$ cat src/rtl/bsc_axiu_burst_splitter_pkg.sv
// Shared definitions for the AXI burst splitter.
//   - AXI burst-type encodings (FIXED / INCR / WRAP)
//   - Default address width and interleave stride
//   - FSM state type for the splitter
package bsc_axiu_burst_splitter_pkg;

    localparam logic [1:0] BURST_FIXED = 2'b00;
    localparam logic [1:0] BURST_INCR  = 2'b01;
    localparam logic [1:0] BURST_WRAP  = 2'b10;

    localparam int          DEFAULT_ADDR_WIDTH = 64;
    localparam logic [63:0] DEFAULT_STRIDE     = 64'h400;

    // IDLE: nothing held, input accepted. EMIT: a sub-burst is being offered.
    typedef enum logic {
        IDLE = 1'b0,
        EMIT = 1'b1
    } state_t;

endpackage

$ cat src/rtl/bsc_axiu_split_calc.sv
// Combinational sub-burst calculator.
// Given a start address, beat size and the beats still to be issued, it
// returns how many beats fit before the next STRIDE boundary.
// Ports:
//   addr       in   start byte address of this sub-burst (may be unaligned)
//   size       in   log2 bytes per beat
//   remaining  in   beats still owed for the command (1..256)
//   beats      out  beats in this sub-burst
//   len        out  AXI len for this sub-burst (beats-1)
//   next_addr  out  start of the following sub-burst (a STRIDE boundary)
//   last       out  this sub-burst finishes the command
module bsc_axiu_split_calc
    import bsc_axiu_burst_splitter_pkg::*;
#(
    parameter int          ADDR_WIDTH = DEFAULT_ADDR_WIDTH,
    parameter logic [63:0] STRIDE     = DEFAULT_STRIDE
) (
    input  logic [ADDR_WIDTH-1:0] addr,
    input  logic [2:0]            size,
    input  logic [8:0]            remaining,
    output logic [8:0]            beats,
    output logic [7:0]            len,
    output logic [ADDR_WIDTH-1:0] next_addr,
    output logic                  last
);

    localparam logic [ADDR_WIDTH-1:0] STRIDE_A = ADDR_WIDTH'(STRIDE);

    logic [ADDR_WIDTH-1:0] size_mask;
    logic [ADDR_WIDTH-1:0] aligned;
    logic [ADDR_WIDTH-1:0] offset;
    logic [ADDR_WIDTH-1:0] avail;
    logic [ADDR_WIDTH-1:0] rem_w;

    always_comb begin
        size_mask = (ADDR_WIDTH'(1) << size) - ADDR_WIDTH'(1);
        aligned   = addr & ~size_mask;
        offset    = aligned & (STRIDE_A - ADDR_WIDTH'(1));
        // Whole beats left before the next stride boundary.
        avail     = (STRIDE_A - offset) >> size;
        rem_w     = ADDR_WIDTH'(remaining);
        // avail is only narrowed when it is below remaining (<= 256).
        beats     = (rem_w < avail) ? remaining : avail[8:0];
        len       = 8'(beats - 9'd1);
        next_addr = aligned + (ADDR_WIDTH'(beats) << size);
        last      = (beats == remaining);
    end

endmodule

$ cat src/rtl/bsc_axiu_burst_splitter.sv
// AXI address-channel burst splitter (one instance per AR or AW channel).
// Splits INCR bursts into sub-bursts that never cross a STRIDE boundary so
// each maps to a single interleaver bank. FIXED/WRAP pass through whole.
// Optional feature macro: BURST_SPLIT_STATS_EN adds saturating counters
// stat_cmds (accepted commands) and stat_subs (sub-burst handshakes).
// Ports:
//   clk, rst                 clock, synchronous active-high reset
//   in_valid / in_ready      command handshake (in_ready high only in IDLE)
//   in_addr/len/size/burst/id  AXI command fields
//   out_valid / out_ready    sub-burst handshake
//   out_addr/len/size/burst/id sub-burst fields
//   out_split_last           high on the final sub-burst of a command
//   stat_cmds, stat_subs     counters (only with BURST_SPLIT_STATS_EN)
// Handshake: a transfer happens on a rising edge where valid && ready; the
// offering side holds valid and all payload stable until that edge.
module bsc_axiu_burst_splitter
    import bsc_axiu_burst_splitter_pkg::*;
#(
    parameter int          ADDR_WIDTH = DEFAULT_ADDR_WIDTH,
    parameter int          ID_WIDTH   = 4,
    parameter logic [63:0] STRIDE     = DEFAULT_STRIDE
) (
    input  logic                  clk,
    input  logic                  rst,
    input  logic                  in_valid,
    output logic                  in_ready,
    input  logic [ADDR_WIDTH-1:0] in_addr,
    input  logic [7:0]            in_len,
    input  logic [2:0]            in_size,
    input  logic [1:0]            in_burst,
    input  logic [ID_WIDTH-1:0]   in_id,
    output logic                  out_valid,
    input  logic                  out_ready,
    output logic [ADDR_WIDTH-1:0] out_addr,
    output logic [7:0]            out_len,
    output logic [2:0]            out_size,
    output logic [1:0]            out_burst,
    output logic [ID_WIDTH-1:0]   out_id,
    output logic                  out_split_last
`ifdef BURST_SPLIT_STATS_EN
    ,
    output logic [31:0]           stat_cmds,
    output logic [31:0]           stat_subs
`endif
);

    state_t                state, state_d;
    logic [8:0]            remaining, rem_d;     // beats owed, including held sub-burst
    logic [8:0]            cur_beats, beats_d;   // beats in the held sub-burst
    logic [ADDR_WIDTH-1:0] next_addr_q, next_d;  // start of the following sub-burst
    logic [ADDR_WIDTH-1:0] addr_d;
    logic [7:0]            len_d;
    logic [2:0]            size_d;
    logic [1:0]            burst_d;
    logic [ID_WIDTH-1:0]   id_d;
    logic                  last_d;

    logic [8:0]            in_beats;
    logic [8:0]            rem_after;
    logic [ADDR_WIDTH-1:0] calc_addr;
    logic [2:0]            calc_size;
    logic [8:0]            calc_rem;
    logic [8:0]            calc_beats;
    logic [7:0]            calc_len;
    logic [ADDR_WIDTH-1:0] calc_next;
    logic                  calc_last;

    assign in_ready  = (state == IDLE);
    assign out_valid = (state == EMIT);
    assign in_beats  = {1'b0, in_len} + 9'd1;
    assign rem_after = remaining - cur_beats;

    // One calculator serves both the first piece (from the input) and every
    // later piece (from the held next address and the post-handshake count).
    assign calc_addr = (state == IDLE) ? in_addr  : next_addr_q;
    assign calc_size = (state == IDLE) ? in_size  : out_size;
    assign calc_rem  = (state == IDLE) ? in_beats : rem_after;

    bsc_axiu_split_calc #(
        .ADDR_WIDTH (ADDR_WIDTH),
        .STRIDE     (STRIDE)
    ) u_calc (
        .addr      (calc_addr),
        .size      (calc_size),
        .remaining (calc_rem),
        .beats     (calc_beats),
        .len       (calc_len),
        .next_addr (calc_next),
        .last      (calc_last)
    );

    always_comb begin
        state_d = state;
        addr_d  = out_addr;
        len_d   = out_len;
        size_d  = out_size;
        burst_d = out_burst;
        id_d    = out_id;
        last_d  = out_split_last;
        rem_d   = remaining;
        beats_d = cur_beats;
        next_d  = next_addr_q;
        case (state)
            IDLE: begin
                if (in_valid) begin
                    state_d = EMIT;
                    addr_d  = in_addr;
                    size_d  = in_size;
                    burst_d = in_burst;
                    id_d    = in_id;
                    rem_d   = in_beats;
                    if (in_burst == BURST_INCR) begin
                        len_d   = calc_len;
                        last_d  = calc_last;
                        beats_d = calc_beats;
                        next_d  = calc_next;
                    end else begin
                        // Whole command in one piece; rem_after becomes 0.
                        len_d   = in_len;
                        last_d  = 1'b1;
                        beats_d = in_beats;
                        next_d  = in_addr;
                    end
                end
            end
            EMIT: begin
                if (out_ready) begin
                    if (rem_after == 9'd0) begin
                        state_d = IDLE;
                        last_d  = 1'b0;
                        rem_d   = 9'd0;
                        beats_d = 9'd0;
                    end else begin
                        addr_d  = next_addr_q;
                        len_d   = calc_len;
                        last_d  = calc_last;
                        beats_d = calc_beats;
                        next_d  = calc_next;
                        rem_d   = rem_after;
                    end
                end
            end
            default: state_d = IDLE;
        endcase
    end

    always_ff @(posedge clk) begin
        if (rst) begin
            state          <= IDLE;
            out_addr       <= '0;
            out_len        <= '0;
            out_size       <= '0;
            out_burst      <= '0;
            out_id         <= '0;
            out_split_last <= 1'b0;
            remaining      <= '0;
            cur_beats      <= '0;
            next_addr_q    <= '0;
        end else begin
            state          <= state_d;
            out_addr       <= addr_d;
            out_len        <= len_d;
            out_size       <= size_d;
            out_burst      <= burst_d;
            out_id         <= id_d;
            out_split_last <= last_d;
            remaining      <= rem_d;
            cur_beats      <= beats_d;
            next_addr_q    <= next_d;
        end
    end

`ifdef BURST_SPLIT_STATS_EN
    always_ff @(posedge clk) begin
        if (rst) begin
            stat_cmds <= '0;
            stat_subs <= '0;
        end else begin
            if (in_valid && in_ready && (stat_cmds != 32'hFFFF_FFFF))
                stat_cmds <= stat_cmds + 32'd1;
            if (out_valid && out_ready && (stat_subs != 32'hFFFF_FFFF))
                stat_subs <= stat_subs + 32'd1;
        end
    end
`endif

endmodule

$ cat config.mk
export PLATFORM = sky130hd
export DESIGN_NAME = bsc_axiu_burst_splitter
export DESIGN_NICKNAME = d
export VERILOG_FILES = /design/src/rtl/bsc_axiu_burst_splitter_pkg.sv /design/src/rtl/bsc_axiu_split_calc.sv /design/src/rtl/bsc_axiu_burst_splitter.sv
export SDC_FILE = /design/constraint.sdc
export NUM_CORES = 1
export LEC_CHECK = 0
export ABC_AREA = 0
export ABC_CLOCK_PERIOD_IN_PS = 32800
export BUFFER_PORTS_ARGS = -buffer_cell sky130_fd_sc_hd__buf_2
export CAP_MARGIN = 20
export CELL_PAD_IN_SITES_DETAIL_PLACEMENT = 0
export CELL_PAD_IN_SITES_GLOBAL_PLACEMENT = 1
export CORE_MARGIN = 4
export CORE_UTILIZATION = 47
export DETAILED_ROUTE_END_ITERATION = 7
export GPL_TIMING_DRIVEN = 1
export PLACE_DENSITY_LB_ADDON = 0.15
export SKIP_LAST_GASP = 1
export SLEW_MARGIN = 10
export SYNTH_ARGS = -nofsm -noshare
export SYNTH_HDL_FRONTEND = slang
export SYNTH_HIERARCHICAL = 1
export SYNTH_SLANG_ARGS = --single-unit
$ cat constraint.sdc
create_clock -name clk -period 32.8 [get_ports clk]
set_input_delay 4.92 -clock clk [delete_from_list [all_inputs] [get_ports clk]]
set_output_delay 4.92 -clock clk [all_outputs]
set_load 0.05 [all_outputs]
### After elaboration in Yosys (flattened, before gate mapping)

Index checks and enable logic that the tools add are counted.

| operators by class | value |
|---|---|
| $lt $le $gt $ge | 1 |
| muxes and demuxes | 36 |
| add/sub/neg operators | 6 |
| shift-type cells | 3 |
| equality and inequality tests | 5 |
| reduce and logical (&&, ||, !) cells | 4 |
| bitwise logic cells | 3 |

Operator list:

| cell | count |
|---|---|
| two-way mux 64 bit | 8 |
| case mux 64 bit (2 select lines) | 2 |
| two-way mux 9 bit | 9 |
| adder 64 bit | 1 |
| AND 64 bit | 1 |
| less-than comparator 9 x 64 -> 1 bit | 1 |
| NOT 64 bit | 1 |
| left shift 1 x 3 -> 64 bit, first input constant | 1 |
| left shift 9 x 3 -> 64 bit | 1 |
| >> shifter 64 x 3 -> 64 bit | 1 |
| subtractor 64 x 2 -> 64 bit, second input constant | 1 |
| case mux 9 bit (2 select lines) | 2 |
| two-way mux 8 bit | 4 |
| case mux 8 bit (2 select lines) | 1 |
| subtractor 11 x 10 -> 12 bit, first input constant | 1 |
| adder 8 x 1 -> 9 bit, second input constant | 1 |
| == test 9 bit | 1 |
| zero test 9 bit | 1 |
| subtractor 9 bit | 1 |
| subtractor 8 x 1 -> 8 bit, second input constant | 1 |
| two-way mux 1 bit | 7 |
| inequality test 2 bit, second input constant | 3 |
| case mux 1 bit (2 select lines) | 2 |
| AND reduction 2 bit | 2 |
| 4 further kinds | 4 |

| storage, ports and cells | value |
|---|---|
| register bits | 165 |
| input bits | 85 |
| output and inout bits | 84 |

### Longest topological paths before layout

| logic depth | value |
|---|---|
| word-level depth | 14 |
| gate-level depth with buffers | 51 |

### Cells and area by module

Netlist, hierarchy kept.

By module, submodules not included:

| module | seq. area each (um^2) | cells an instance | instances | area an instance (um^2) |
|---|---|---|---|---|
| bsc_axiu_burst_splitter | 3303.2 | 850 | 1 | 8052.7 |
| bsc_axiu_split_calc | 0.0 | 623 | 1 | 4051.4 |

### Worst setup path after synthesis

Ideal clock, no wire load.

| timing | value |
|---|---|
| path kind | input to register |
| start point | input in_size[0] |
| end point | register next_addr_q[22] |
| setup time | 0.086 ns |
| path buffers | 5 |
| required time | 32.714 ns |
| data arrival time | 13.817 ns |
| cell stages on the path | 46 |
| path slack | 18.897 ns |
| path through | mux2_2 > clkbuf_1 > buf_1 > buf_1 > clkbuf_1 > nand2_1 > ha_1 > nand2_1 > inv_1 > or4_1 > a21oi_1 > a21boi_0 > nor3b_1 > a211o_1 > o21ai_0 > a22oi_1 > inv_1 > ha_1 > (+10 left out) > mux2_2 > nand2b_1 > fa_1 > nor2b_1 > o21ai_0 > a21boi_0 > o21ai_0 > a21boi_0 > o21ai_0 > a21boi_0 > o21a_1 > o21ai_0 > o21ai_0 > clkbuf_1 > nand4_1 > xor2_1 > mux2i_1 > a211oi_1 |

| between the ends | value |
|---|---|
| cells in the longest elaborated chain, start to end | 14 |
| elaborated cells on any way between the ends | 16 |
| classes of those cells | add/sub: 3; order compare: 1; shift: 3; mux: 7; bitwise: 2 |

Ends and longest elaborated chain:

| item | line | text |
|---|---|---|
| from (decl) | bsc_axiu_burst_splitter.sv:29 | `input logic [2:0] in_size,` |
| two-way mux 3 bit (*) | bsc_axiu_burst_splitter.sv:76 | `assign calc_size = (state == IDLE) ? in_size : out_size;` |
| left shift 1 x 3 -> 64 bit | bsc_axiu_split_calc.sv:36 | `size_mask = (ADDR_WIDTH'(1) << size) - ADDR_WIDTH'(1);` |
| subtractor 64 x 2 -> 64 bit | bsc_axiu_split_calc.sv:36 |  |
| NOT 64 bit | bsc_axiu_split_calc.sv:37 | `aligned = addr & ~size_mask;` |
| AND 64 bit | bsc_axiu_split_calc.sv:37 |  |
| subtractor 11 x 10 -> 12 bit | bsc_axiu_split_calc.sv:40 | `avail = (STRIDE_A - offset) >> size;` |
| >> shifter 64 x 3 -> 64 bit | bsc_axiu_split_calc.sv:40 |  |
| less-than comparator 9 x 64 -> 1 bit | bsc_axiu_split_calc.sv:43 | `beats = (rem_w < avail) ? remaining : avail[8:0];` |
| two-way mux 9 bit | bsc_axiu_split_calc.sv:43 |  |
| left shift 9 x 3 -> 64 bit | bsc_axiu_split_calc.sv:45 | `next_addr = aligned + (ADDR_WIDTH'(beats) << size);` |
| adder 64 bit (*) | bsc_axiu_split_calc.sv:45 |  |
| net calc_next[22] | bsc_axiu_burst_splitter.sv:65 | `logic [ADDR_WIDTH-1:0] calc_next;` |
| two-way mux 64 bit, on equally long branches | bsc_axiu_burst_splitter.sv:128, bsc_axiu_burst_splitter.sv:112 |  |
| two-way mux 64 bit, on equally long branches | bsc_axiu_burst_splitter.sv:127, bsc_axiu_burst_splitter.sv:105 |  |
| case mux 64 bit (2 select lines) (*) | bsc_axiu_burst_splitter.sv:103 | `case (state)` |
| to (signal assigned) | bsc_axiu_burst_splitter.sv:169 | `next_addr_q <= next_d;` |
| to (decl) | bsc_axiu_burst_splitter.sv:50 | `logic [ADDR_WIDTH-1:0] next_addr_q, next_d;` |

The timed path passes the listed nets; every way through them passes the cells marked *. The select of a mux whose other input is x is not followed.
A chain may end at the register's enable or synchronous reset.

### Worst setup path after layout

| timing | value |
|---|---|
| start point | input in_size[0] |
| end point | register next_addr_q[40] |

| between the ends | value |
|---|---|
| cells in the longest elaborated chain, start to end | 14 |
| elaborated cells on any way between the ends | 16 |
| classes of those cells | add/sub: 3; order compare: 1; shift: 3; mux: 7; bitwise: 2 |

Ends and longest elaborated chain:

| item | line | text |
|---|---|---|
| two-way mux 3 bit (*) | bsc_axiu_burst_splitter.sv:76 |  |
| net calc_size[0] | bsc_axiu_burst_splitter.sv:61 | `logic [2:0] calc_size;` |
| left shift 1 x 3 -> 64 bit | bsc_axiu_split_calc.sv:36 |  |
| subtractor 64 x 2 -> 64 bit | bsc_axiu_split_calc.sv:36 |  |
| NOT 64 bit | bsc_axiu_split_calc.sv:37 |  |
| AND 64 bit | bsc_axiu_split_calc.sv:37 |  |
| subtractor 11 x 10 -> 12 bit | bsc_axiu_split_calc.sv:40 |  |
| >> shifter 64 x 3 -> 64 bit | bsc_axiu_split_calc.sv:40 |  |
| less-than comparator 9 x 64 -> 1 bit | bsc_axiu_split_calc.sv:43 |  |
| two-way mux 9 bit | bsc_axiu_split_calc.sv:43 |  |
| left shift 9 x 3 -> 64 bit | bsc_axiu_split_calc.sv:45 |  |
| adder 64 bit (*) | bsc_axiu_split_calc.sv:45 |  |
| net calc_next[40] | bsc_axiu_burst_splitter.sv:65 |  |
| two-way mux 64 bit, on equally long branches | bsc_axiu_burst_splitter.sv:128, bsc_axiu_burst_splitter.sv:112 |  |
| two-way mux 64 bit, on equally long branches | bsc_axiu_burst_splitter.sv:127, bsc_axiu_burst_splitter.sv:105 |  |
| case mux 64 bit (2 select lines) (*) | bsc_axiu_burst_splitter.sv:103 |  |

Marks and branches as above.

==> out/results.ini <==
[pwr]
p_leak_nw = 6.01
power.density_cell_area_nw_per_um2 = 62.6
total_switching_power_w = 0.000355
combPwrFrac = 0.474
power_switching_share = 0.413
pwr-share-seq = 0.271
vdd_ir_drop_max_uv = 34.8
power.clock.fraction = 0.255
power.internal_w = 0.000504

[global_route]
globalRoute.totalOverflow = 0
globalRouteTotalUtil = 0.241
global_route_wire_length_before_repair_um = 56200
grt_pass1_vias = 10500
grt_max_degree = 209
number_of_antenna_violations_at_the_first_check_in_global_routing = 6

[min_path]
hold_path.startpoint = out_split_last$_SDFFE_PP0P_
hold_path_end = out_split_last$_SDFFE_PP0P_
hold_path_depth = 2
timing.hold.worst.class = register to register

[synthesis]
synth.cells.most_frequent = 203 x nor2_1, 165 x dfxtp_1, 152 x mux2i_1, 123 x nand2_1, 85 x a211oi_1
synth.avg_cell_area_sq_um = 8.22
post_synth_instance_area_sq_um = 12100
synth-seq-area-share = 0.273
yosysWarningCount = 6
syn_inst = 1473
netlist_top_cells_area = dfxtp_1 27%, mux2i_1 13%, mux2_2 6.6%
synth-edff-count = 0
synthesis.nets = 1595
number_of_flip_flops_and_latches_in_the_synthesized_netlist = 165
synthFlopType = dfxtp_1
synthMostInstantiatedCell = nor2_1
synth_top_cell_by_area = dfxtp_1
synthArstFlopShare = 0
share_of_yosys_cell_area_claimed_by_the_top_area_cell_type = 0.273
synth.distinct_cells = 85

[worst_setup_path]
class_of_the_most_critical_setup_path = input port to register
crit_required_ns = 33.13
crit_slowest_cell = o21ai_2
worstPathArrival_ns = 15.31
end_kind = register
critical_path.startpoint_type = input port
number_of_cells_on_the_worst_reg_to_reg_path = 44
worst-r2r-setup-slack_ns = 21.34
critPathMaxFanout = 52
critPathMaxStageDelay_ns = 0.52
startpoint_of_the_most_critical_register_to_register_path = out_valid$_SDFF_PP0_
regToRegEndpoint = next_addr_q[40]$_SDFFE_PP0P_
critPathMostFrequentCell = o21ai_0

[clocking]
clock_path_buffers = 2
postCtsSetupBuffers = 0
clock_sinks = 165
cts.repair.resized = 0
numCtsBuffers = 17
deepest_level_of_the_cts_h_tree = 4
clkTransAtPathRegs_ns = 0.07
cts_root_buf = clkbuf_16
tritoncts = built
clock_insertion_delay_worst_skew_ns = 0.43
hold_buffers = 0

[drt]
drt-initial-drc-count = 791
detail_route.drc_violations = 0
route.detailed.wl_per_inst_um = 18.3
totalWireLength_um = 35300
dr_vias_cell = 5.70
total_number_of_vias = 11000
drtAntennaViolNets = 0
first_pass_iters = 7

[floorplanning]
core.rowCount = 58
die-area_sq_um = 28400
floorplan.core_area_sq_um = 25300
initial_standard_cell_utilization_of_the_core = 0.479
io_pins = 169
horizontal_extent_of_the_die_um = 168
die_y_um = 168

[layout]
flow.area_growth_from_synthesis_pct = 13.3
drive_gt1_frac = 0.201
nNetsFinal = 1700
post-route-cell-area_sq_um = 13700

[placement]
dpl_cell_area_sq_um = 13100
finalWeightedCongestion = 0.960
place.port_buffers = 168
place.detailed.hpwl_um = 25100

[status]
result_of_the_run = completed

[sta]
fin_tns_setup_ns = 0
final_max_slew_viol_count = 0
timing.final.crit_share = 0.457
tightestPinTransition_ns = 1.21
skew_ns = 0.0184
report.final.hold_viol_count = 0
finalCriticalPeriod_ns = 14.98
worst_slew_margin_rel = 0.196
setup_violations = 0
unrepaired_setup_endpoints_after_global_routing = no
fmax_ghz = 0.0668

[run]
cap_violations = 0

[per-stage QoR]
stage | hold slack, ns | power [W] | setup slack [ns] | std cells | utilization
floorplan | 0.432 | 0.000549 | 18.90 | 1473 | -
global placement | 0.439 | 0.000638 | 17.38 | 1888 | 0.517
detailed placement | 0.443 | 0.000639 | 17.27 | 1888 | 0.517
CTS | 0.453 | 0.000860 | 17.70 | 1920 | 0.542
global route | 0.486 | 0.000913 | 16.96 | 1922 | 0.543
finish | 0.453 | 0.000858 | 17.82 | 1923 | 0.543
[cell families after synthesis]
kind of cell | after synthesis | synth area share
mux | 229 | 0.202
compound gates | 289 | 0.169
buf+inv | 150 | 0.0557
flops | 165 | 0.273
fa+ha+maj | 37 | 0.0395
xor+xnor | 89 | 0.0644
simple gates | 514 | 0.197
[final cells by class]
| class | count | area, sq um |
|---|---|---|
| flip-flops and latches | 165 | 3310 |
| clock buffers | 19 | 453 |
| multi-input cells | 1158 | 8160 |
| clock inverters | 13 | 188 |
| repair buffers | 186 | 1000 |
| fillers | 2455 | 11500 |
| diodes | 2 | 5.00 |
| well taps | 330 | 413 |
| inverters | 50 | 188 |
[worst max path at each step]
stage | from | end | slack [ns] | depth (start not counted)
global route | in_size[0] | next_addr_q[40]$_SDFFE_PP0P_ | 16.96 | 45
floorplan | in_size[0] | next_addr_q[22]$_SDFFE_PP0P_ | 18.90 | 46
global placement | in_size[0] | next_addr_q[40]$_SDFFE_PP0P_ | 17.38 | 44
CTS | in_size[0] | next_addr_q[40]$_SDFFE_PP0P_ | 17.70 | 44
detailed placement | in_size[0] | next_addr_q[40]$_SDFFE_PP0P_ | 17.27 | 44
finish | in_size[0] | next_addr_q[40]$_SDFFE_PP0P_ | 17.82 | 45
[registers in the layout, indices dropped and copies added, names as in the netlist]
| signal | cells |
|---|---|
| remaining | 9 |
| out_valid | 1 |
| out_id | 4 |
| out_split_last | 1 |
| next_addr_q | 64 |
| out_addr | 64 |
| out_len | 8 |
| cur_beats | 9 |
| out_size | 3 |
| out_burst | 2 |
[placed cells by master, fill, tap and decap left out, drive strengths merged, types with 20 or more instances in the layout]
master and instances:
ha 35, mux2i 153, nand3 43, a21oi 52
dfxtp 165, xnor2 55, inv 54, mux2 72
buf 186, a211oi 87, nor2 203, nand2 124
xor2 34, nand4 26, o21ai 41, and2 20
[power groups by stage]
| stage | Clock [W] | Combinational, W | Sequential (W) |
|---|---|---|---|
| finish | 0.000219 | 0.000407 | 0.000232 |
| detailed placement | 0 | 0.000402 | 0.000237 |
| global placement | 0 | 0.000402 | 0.000236 |
| global route | 0.000232 | 0.000446 | 0.000235 |
| floorplan | 0 | 0.000283 | 0.000267 |
| CTS | 0.000223 | 0.000404 | 0.000232 |
[metal layers]
layer / wire length [um] / vias to the layer above / track usage
li1: - / 5504 / -
met1: 16100 / 5155 / 0.322
met2: 16900 / 263 / 0.405
met3: 1830 / 36 / 0.0497
met4: 341 / 8 / 0.0473
met5: 43 / - / 0
[worst max-delay path: cells and delay by family]
family,cells,cell delay [ns]
compound gates,22,5.53
buf+inv,7,1.49
simple gates,9,1.46
fa+ha+maj,3,1.12
mux,3,0.65
xor+xnor,1,0.12
Power figures use the tool's default switching activity.
